**config.mk**
```make
export PLATFORM = sky130hd
export DESIGN_NAME = vga_sync_rx
export DESIGN_NICKNAME = d
export VERILOG_FILES = /design/src/rtl/vga_pkg.sv /design/src/rtl/vga_edge_det.sv /design/src/rtl/vga_sync_rx.sv
export SDC_FILE = /design/constraint.sdc
export NUM_CORES = 1
export LEC_CHECK = 0
export ABC_AREA = 1
export ABC_CLOCK_PERIOD_IN_PS = 1960
export BUFFER_PORTS_ARGS = -buffer_cell sky130_fd_sc_hd__buf_2
export CORE_UTILIZATION = 45
export DETAILED_ROUTE_END_ITERATION = 6
export GPL_ROUTABILITY_DRIVEN = 0
export PLACE_DENSITY = 0.67
export REMOVE_ABC_BUFFERS = 1
export SYNTH_ARGS = -nofsm -noshare
export SYNTH_HDL_FRONTEND = slang
export SYNTH_SLANG_ARGS = --single-unit
```
**constraint.sdc**
```tcl
create_clock -name clk -period 1.96 [get_ports clk]
set_input_delay 0.098 -clock clk [delete_from_list [all_inputs] [get_ports clk]]
set_output_delay 0.098 -clock clk [all_outputs]
set_load 0.02 [all_outputs]
```
**src/rtl/vga_pkg.sv**
```systemverilog
// Shared VGA timing package: lock FSM encoding and the 800x600@60 (40 MHz) default timing.
// The vga_data8 pattern generator reuses these constants.
package vga_pkg;

    typedef enum logic [1:0] {
        SEARCH = 2'd0,
        HLOCK  = 2'd1,
        LOCKED = 2'd2
    } sync_state_t;

    localparam int H_SYNC_800 = 128;
    localparam int H_BP_800   = 88;
    localparam int H_ACT_800  = 800;
    localparam int H_FP_800   = 40;
    localparam int H_TOT_800  = H_SYNC_800 + H_BP_800 + H_ACT_800 + H_FP_800;

    localparam int V_SYNC_600 = 4;
    localparam int V_BP_600   = 23;
    localparam int V_ACT_600  = 600;
    localparam int V_FP_600   = 1;
    localparam int V_TOT_600  = V_SYNC_600 + V_BP_600 + V_ACT_600 + V_FP_600;

endpackage

```
**src/rtl/vga_edge_det.sv**
```systemverilog
// Sync input register with leading-edge detection toward polarity POL.
// o_lead_next flags the edge one clock early so counters can be zero in the edge cycle.
module vga_edge_det #(
    parameter logic POL = 1'b0
) (
    input  logic clk,
    input  logic rst_n,
    input  logic i_sync,
    output logic o_lead_next,
    output logic o_lead
);

    logic r_sync;
    logic r_lead;

    assign o_lead_next = (i_sync == POL) && (r_sync != POL);
    assign o_lead      = r_lead;

    always_ff @(posedge clk or negedge rst_n) begin
        if (!rst_n) begin
            r_sync <= ~POL;
            r_lead <= 1'b0;
        end else begin
            r_sync <= i_sync;
            r_lead <= o_lead_next;
        end
    end

endmodule

```
**src/rtl/vga_sync_rx.sv**
```systemverilog
// VGA sync receiver: measures line/frame periods from hsync/vsync, locks onto stable
// timing and produces active-area coordinates and data enable.
module vga_sync_rx
    import vga_pkg::*;
#(
    parameter int   H_SYNC   = H_SYNC_800,
    parameter int   H_BP     = H_BP_800,
    parameter int   H_ACT    = H_ACT_800,
    parameter int   V_SYNC   = V_SYNC_600,
    parameter int   V_BP     = V_BP_600,
    parameter int   V_ACT    = V_ACT_600,
    parameter logic SYNC_POL = 1'b0
) (
    input  logic        clk,
    input  logic        rst_n,
    input  logic        hsync,
    input  logic        vsync,
    output logic [10:0] x,
    output logic [9:0]  y,
    output logic        de,
    output logic        frame_start,
    output logic        locked,
    output logic [11:0] h_total,
    output logic [10:0] v_total,
    output logic        err
);

    localparam logic [11:0] H_START  = 12'(H_SYNC + H_BP);
    localparam logic [11:0] H_END    = 12'(H_SYNC + H_BP + H_ACT);
    localparam logic [10:0] V_START  = 11'(V_SYNC + V_BP);
    localparam logic [10:0] V_END    = 11'(V_SYNC + V_BP + V_ACT);
    localparam logic [11:0] HCNT_MAX = 12'hFFF;
    localparam logic [10:0] VCNT_MAX = 11'h7FF;

    logic        w_hs_lead_next;
    logic        w_hs_lead;
    logic        w_vs_lead_next;
    logic        w_vs_lead;

    logic [11:0] r_hcnt;
    logic [10:0] r_vcnt;
    logic [11:0] r_h_total;
    logic [10:0] r_v_total;
    logic        r_seen_h;
    logic        r_h_meas;
    logic        r_seen_v;
    logic        r_v_meas;
    logic        r_vpend;
    logic        r_err;
    sync_state_t r_state;
    sync_state_t w_state_next;

    logic [11:0] w_hperiod;
    logic [10:0] w_vperiod;
    logic        w_hsat;
    logic        w_vsat;
    logic        w_vclear;
    logic        w_hload;
    logic        w_vload;
    logic        w_win;

    vga_edge_det #(.POL(SYNC_POL)) u_hs_edge (
        .clk         (clk),
        .rst_n       (rst_n),
        .i_sync      (hsync),
        .o_lead_next (w_hs_lead_next),
        .o_lead      (w_hs_lead)
    );

    vga_edge_det #(.POL(SYNC_POL)) u_vs_edge (
        .clk         (clk),
        .rst_n       (rst_n),
        .i_sync      (vsync),
        .o_lead_next (w_vs_lead_next),
        .o_lead      (w_vs_lead)
    );

    // Periods are count+1 of the interval just ended, pinned at the counter ceiling.
    assign w_hsat    = (r_hcnt == HCNT_MAX);
    assign w_vsat    = (r_vcnt == VCNT_MAX);
    assign w_hperiod = w_hsat ? HCNT_MAX : r_hcnt + 12'd1;
    assign w_vperiod = w_vsat ? VCNT_MAX : r_vcnt + 11'd1;
    assign w_vclear  = w_hs_lead_next && (r_vpend || w_vs_lead_next);
    assign w_hload   = w_hs_lead_next && r_seen_h;
    assign w_vload   = w_vclear && r_seen_v;

    always_ff @(posedge clk or negedge rst_n) begin
        if (!rst_n) begin
            r_hcnt    <= '0;
            r_vcnt    <= '0;
            r_h_total <= '0;
            r_v_total <= '0;
            r_seen_h  <= 1'b0;
            r_h_meas  <= 1'b0;
            r_seen_v  <= 1'b0;
            r_v_meas  <= 1'b0;
            r_vpend   <= 1'b0;
        end else begin
            r_hcnt <= w_hs_lead_next ? 12'd0 : w_hperiod;

            if (w_vclear) begin
                r_vcnt <= '0;
            end else if (w_hs_lead_next) begin
                r_vcnt <= w_vperiod;
            end

            if (w_vclear) begin
                r_vpend <= 1'b0;
            end else if (w_vs_lead_next) begin
                r_vpend <= 1'b1;
            end

            if (w_hs_lead) begin
                r_seen_h <= 1'b1;
            end
            if (w_hload) begin
                r_h_total <= w_hperiod;
                r_h_meas  <= 1'b1;
            end

            if (w_vclear) begin
                r_seen_v <= 1'b1;
            end
            if (w_vload) begin
                r_v_total <= w_vperiod;
            end

            // A frame reference only counts once measured outside SEARCH.
            if (w_state_next == SEARCH) begin
                r_v_meas <= 1'b0;
            end else if (w_vload) begin
                r_v_meas <= 1'b1;
            end
        end
    end

    always_comb begin
        w_state_next = r_state;
        case (r_state)
            SEARCH: begin
                if (w_hload && r_h_meas && !w_hsat && (w_hperiod == r_h_total)) begin
                    w_state_next = HLOCK;
                end
            end
            HLOCK, LOCKED: begin
                if (w_hsat || w_vsat || (w_hload && (w_hperiod != r_h_total))) begin
                    w_state_next = SEARCH;
                end else if (w_vload && r_v_meas) begin
                    w_state_next = (w_vperiod == r_v_total) ? LOCKED : SEARCH;
                end
            end
            default: begin
                w_state_next = SEARCH;
            end
        endcase
    end

    always_ff @(posedge clk or negedge rst_n) begin
        if (!rst_n) begin
            r_state <= SEARCH;
            r_err   <= 1'b0;
        end else begin
            r_state <= w_state_next;
            r_err   <= (r_state == LOCKED) && (w_state_next != LOCKED);
        end
    end

    assign w_win = (r_hcnt >= H_START) && (r_hcnt < H_END) &&
                   (r_vcnt >= V_START) && (r_vcnt < V_END);

    assign x           = w_win ? 11'(r_hcnt - H_START) : 11'd0;
    assign y           = w_win ? 10'(r_vcnt - V_START) : 10'd0;
    assign locked      = (r_state == LOCKED);
    assign de          = locked && w_win;
    assign frame_start = w_vs_lead;
    assign h_total     = r_h_total;
    assign v_total     = r_v_total;
    assign err         = r_err;

endmodule

```
==> impl_metrics.py <==
metrics = {
    "layout": {
        "syn_to_final_growth_pct": 54.7,
        "layout_common_cells": "buf_4 (141), nand2_1 (139), inv_1 (85)",
        "diodes": 0,
        "design_area_um2": 5820,
        "drive_gt1_share_pct": 40.8,
        "layout_commonest_cell": "buf_4",
        "nets": 744,
        "fillers": 563,
    },
    "grt": {
        "overflow": 0,
        "antenna_found_initial": 0,
        "grt_use_total_pct": 27.4,
        "grt_pass1_vias": 4131,
        "grt_max_degree": 29,
        "grt_pass1_wl_um": 18500,
    },
    "detailed_routing": {
        "wl_met1_um": 5050,
        "top_layer": "met4",
        "dr_total_vias": 4392,
        "wl_met2_um": 6190,
        "drtIter0Drc": 205,
        "drc": 0,
        "avgRoutedWirePerCell_um": 15.1,
        "totalWireLength_um": 12700,
        "antenna_left": 0,
        "vias_per_cell": 5.23,
        "first_pass_iters": 5,
        "route.met3.wl_um": 771,
    },
    "placed_design": {
        "post_dp_cell_area_um2": 4860,
        "port_buffers": 50,
        "dpl.hpwl_um": 8010,
    },
    "yosys": {
        "synth_seq_area_share_pct": 38.7,
        "yosys.area.top_type_share_pct": 37.3,
        "ys_top_cells_by_area": "dfrtp_1 (37%), nand2_1 (15%), inv_1 (9.1%)",
        "synthCells": 541,
        "synth.avg_cell_area_um2": 6.95,
        "synth_edf_count": 0,
        "yosys_warnings": 0,
        "yosysUniqueCellTypes": 39,
        "synth-main-ff-cell": "dfrtp_1",
        "async_flop_share_pct": 100,
        "syn_area_um2": 3760,
        "synth_area_leader_cell": "dfrtp_1",
        "ys_ff_latch": 58,
    },
    "critical_path": {
        "cp.arrival_ns": 2.44,
        "end_kind": "output pin",
        "worstPathRequired_ns": 1.86,
        "critPathLaunchType": "flip-flop",
        "worstPathCellList": "buf_6 -> nand2_4 -> nor2_4 -> a311oi_2 -> nand3_2 -> a31oi_4 -> o41ai_4 -> buf_4 -> buf_6 -> nor3b_2 -> buf_4",
        "cp_slowest_cell": "dfrtp_1",
        "path_class": "flip-flop to output pin",
        "max_stage_delay_ns": 0.42,
        "critPathBufInv": 4,
        "critPathTopFamily": "buffers and inverters",
        "critical_path.max_fanout": 5,
    },
    "clock_tree": {
        "htree_levels": 3,
        "worstSkewPairLatency_ns": 0.36,
        "cts_sinks": 58,
        "cts.clk_slew.worst_paths_ns": 0.08,
        "clockBufferDepth": 2,
        "tritoncts": "done",
        "cts_buffers": 9,
        "clockRootBuffer": "clkbuf_8",
    },
    "status": {
        "outcome": "complete, but fails checks",
        "violations": "setup timing",
    },
    "run": {
        "maxCapViolCount": 0,
    },
    "timing": {
        "setup_slack_ns": -0.581,
        "slew_headroom_pct": 63.9,
        "fin_crit_sh_pct": 130,
        "fmax_mhz": 394,
        "worst_slew_pin_slew_ns": 0.541,
        "period_minus_slack_ns": 2.54,
        "hold_viol": 0,
        "clock_skew_ns": 0.00821,
        "report.final.slew_viol_count": 0,
        "rsz0062_at_grt": "true",
        "finalSetupViolations": 26,
    },
    "hold_path": {
        "hp-class": "input port to flip-flop",
    },
    "die": {
        "die-area_um2": 8730,
        "io_pins": 52,
        "die_h_um": 93.4,
        "core_um2": 7890,
        "rows": 32,
        "start_util_pct": 47.7,
        "die_x_um": 93.4,
    },
    "power_and_ir_drop": {
        "p_leak_nw": 3.11,
        "power.density_nw_per_um2": 655,
        "ir_drop_uv": 550,
        "power.total_mw": 3.81,
    },
}
==> final timing paths <==
| kind | from | end | slack [ns] | cells past startpoint |
|---|---|---|---|---|
| max | r_hcnt[4] | y[4] | -0.58 | 11 |
| min in group asynchronous | rst_n | h_total[0] | 0.25 | 2 |
| min | hsync | u_hs_edge.o_lead | 0.13 | 3 |
| max in group asynchronous | rst_n | r_vcnt[6] | 0.99 | 3 |
| max reg2reg | r_hcnt[1] | err | -0.33 | 19 |
| min reg2reg | u_hs_edge.o_lead | r_seen_h | 0.47 | 1 |
==> kinds of logic (layout without fill, tap and decap cells) <==
| group | after synthesis | in the layout | share of synthesized area (%) |
|---|---|---|---|
| other cells | 1 | 1 | 0.0997 |
| buf+inv | 108 | 304 | 11.9 |
| compound gates | 59 | 59 | 8.75 |
| flops | 58 | 58 | 38.7 |
| simple gates | 298 | 299 | 35.9 |
| xor+xnor | 10 | 10 | 2.33 |
| fa+ha+maj | 7 | 7 | 2.33 |
==> synthesized netlist by cell type, types with 2 or more instances <==
cell type	number
buf_2	5
a21oi_2	2
inv_1	91
dfstp_2	2
nor2_2	2
nor3_1	4
clkbuf_1	4
dfrtp_1	56
xnor2_1	2
nor2_4	5
ha_1	7
a31oi_1	2
o21bai_1	2
nand3_2	5
or2_2	2
o21ai_0	35
o22ai_1	4
nand2_2	5
a21oi_1	10
nand2_1	153
nor2_1	57
nand3_1	53
nand3_4	2
buf_6	3
nand4_1	7
xor2_1	8
==> through the flow <==
| stage | setup TNS, ns | cells | setup WS (ns) | hold WS [ns] | utilization, % |
|---|---|---|---|---|---|
| 2_1_floorplan | -46.18 | 526 | -1.27 | -0.198 | - |
| 3_3_place_gp | -5.39 | 785 | -0.290 | 0.106 | 61.6 |
| 3_5_place_dp | -6.39 | 785 | -0.323 | 0.119 | 61.6 |
| 4_1_cts | -9.51 | 827 | -0.441 | 0.185 | 68.7 |
| 5_1_grt | -13.34 | 840 | -0.665 | 0.126 | 73.8 |
| 6_report | -10.69 | 840 | -0.581 | 0.131 | 73.8 |
==> repair_timing <==
item                                   CTS  global route
cloned                                   1             3
pin swaps                                8            14
setup endpoints to repair               25            28
endpoints found under the hold margin   22             0
hold buffers                             3             0
resized for setup                       46            74
setup buffers                           22            11
==> state kept, by name, indices dropped and copies added, names as in the netlist, 2 cells and up <==
register,cells
v_total,11
h_total,12
r_hcnt,12
r_vcnt,11
r_state,2
==> where the power goes <==
group / leakage [nW] / internal [mW] / switching (mW)
registers: 0.764 / 1.32 / 0.114
logic: 2.25 / 0.500 / 0.711
clock network: 0.0945 / 0.620 / 0.545
==> tightest hold or removal path: cells and delay by family <==
kind                   cells  cell delay (ns)
AND/OR/NAND/NOR            1             0.05
buffers and inverters      2             0.27
==> area by class of cell <==
| class | count | area [um2] | area share [%] |
|---|---|---|---|
| Multi-Input combinational cell | 376 | 2170 | 37.4 |
| Sequential cell | 58 | 1460 | 25.0 |
| Clock inverter | 6 | 66.3 | 1.14 |
| Clock buffer | 10 | 138 | 2.37 |
| Timing Repair Buffer | 195 | 1510 | 25.9 |
| Inverter | 93 | 349 | 6.00 |
| Tap cell | 102 | 128 | 2.19 |
==> routing by layer <==
metal | GRT usage [%] | vias to the layer above
met4 | 15.0 | 0
met3 | 4.39 | 70
met2 | 48.2 | 197
met1 | 31.7 | 2047
li1 | - | 2078
met5 | 0 | -
No activity file was read; power rests on OpenSTA's default activity.
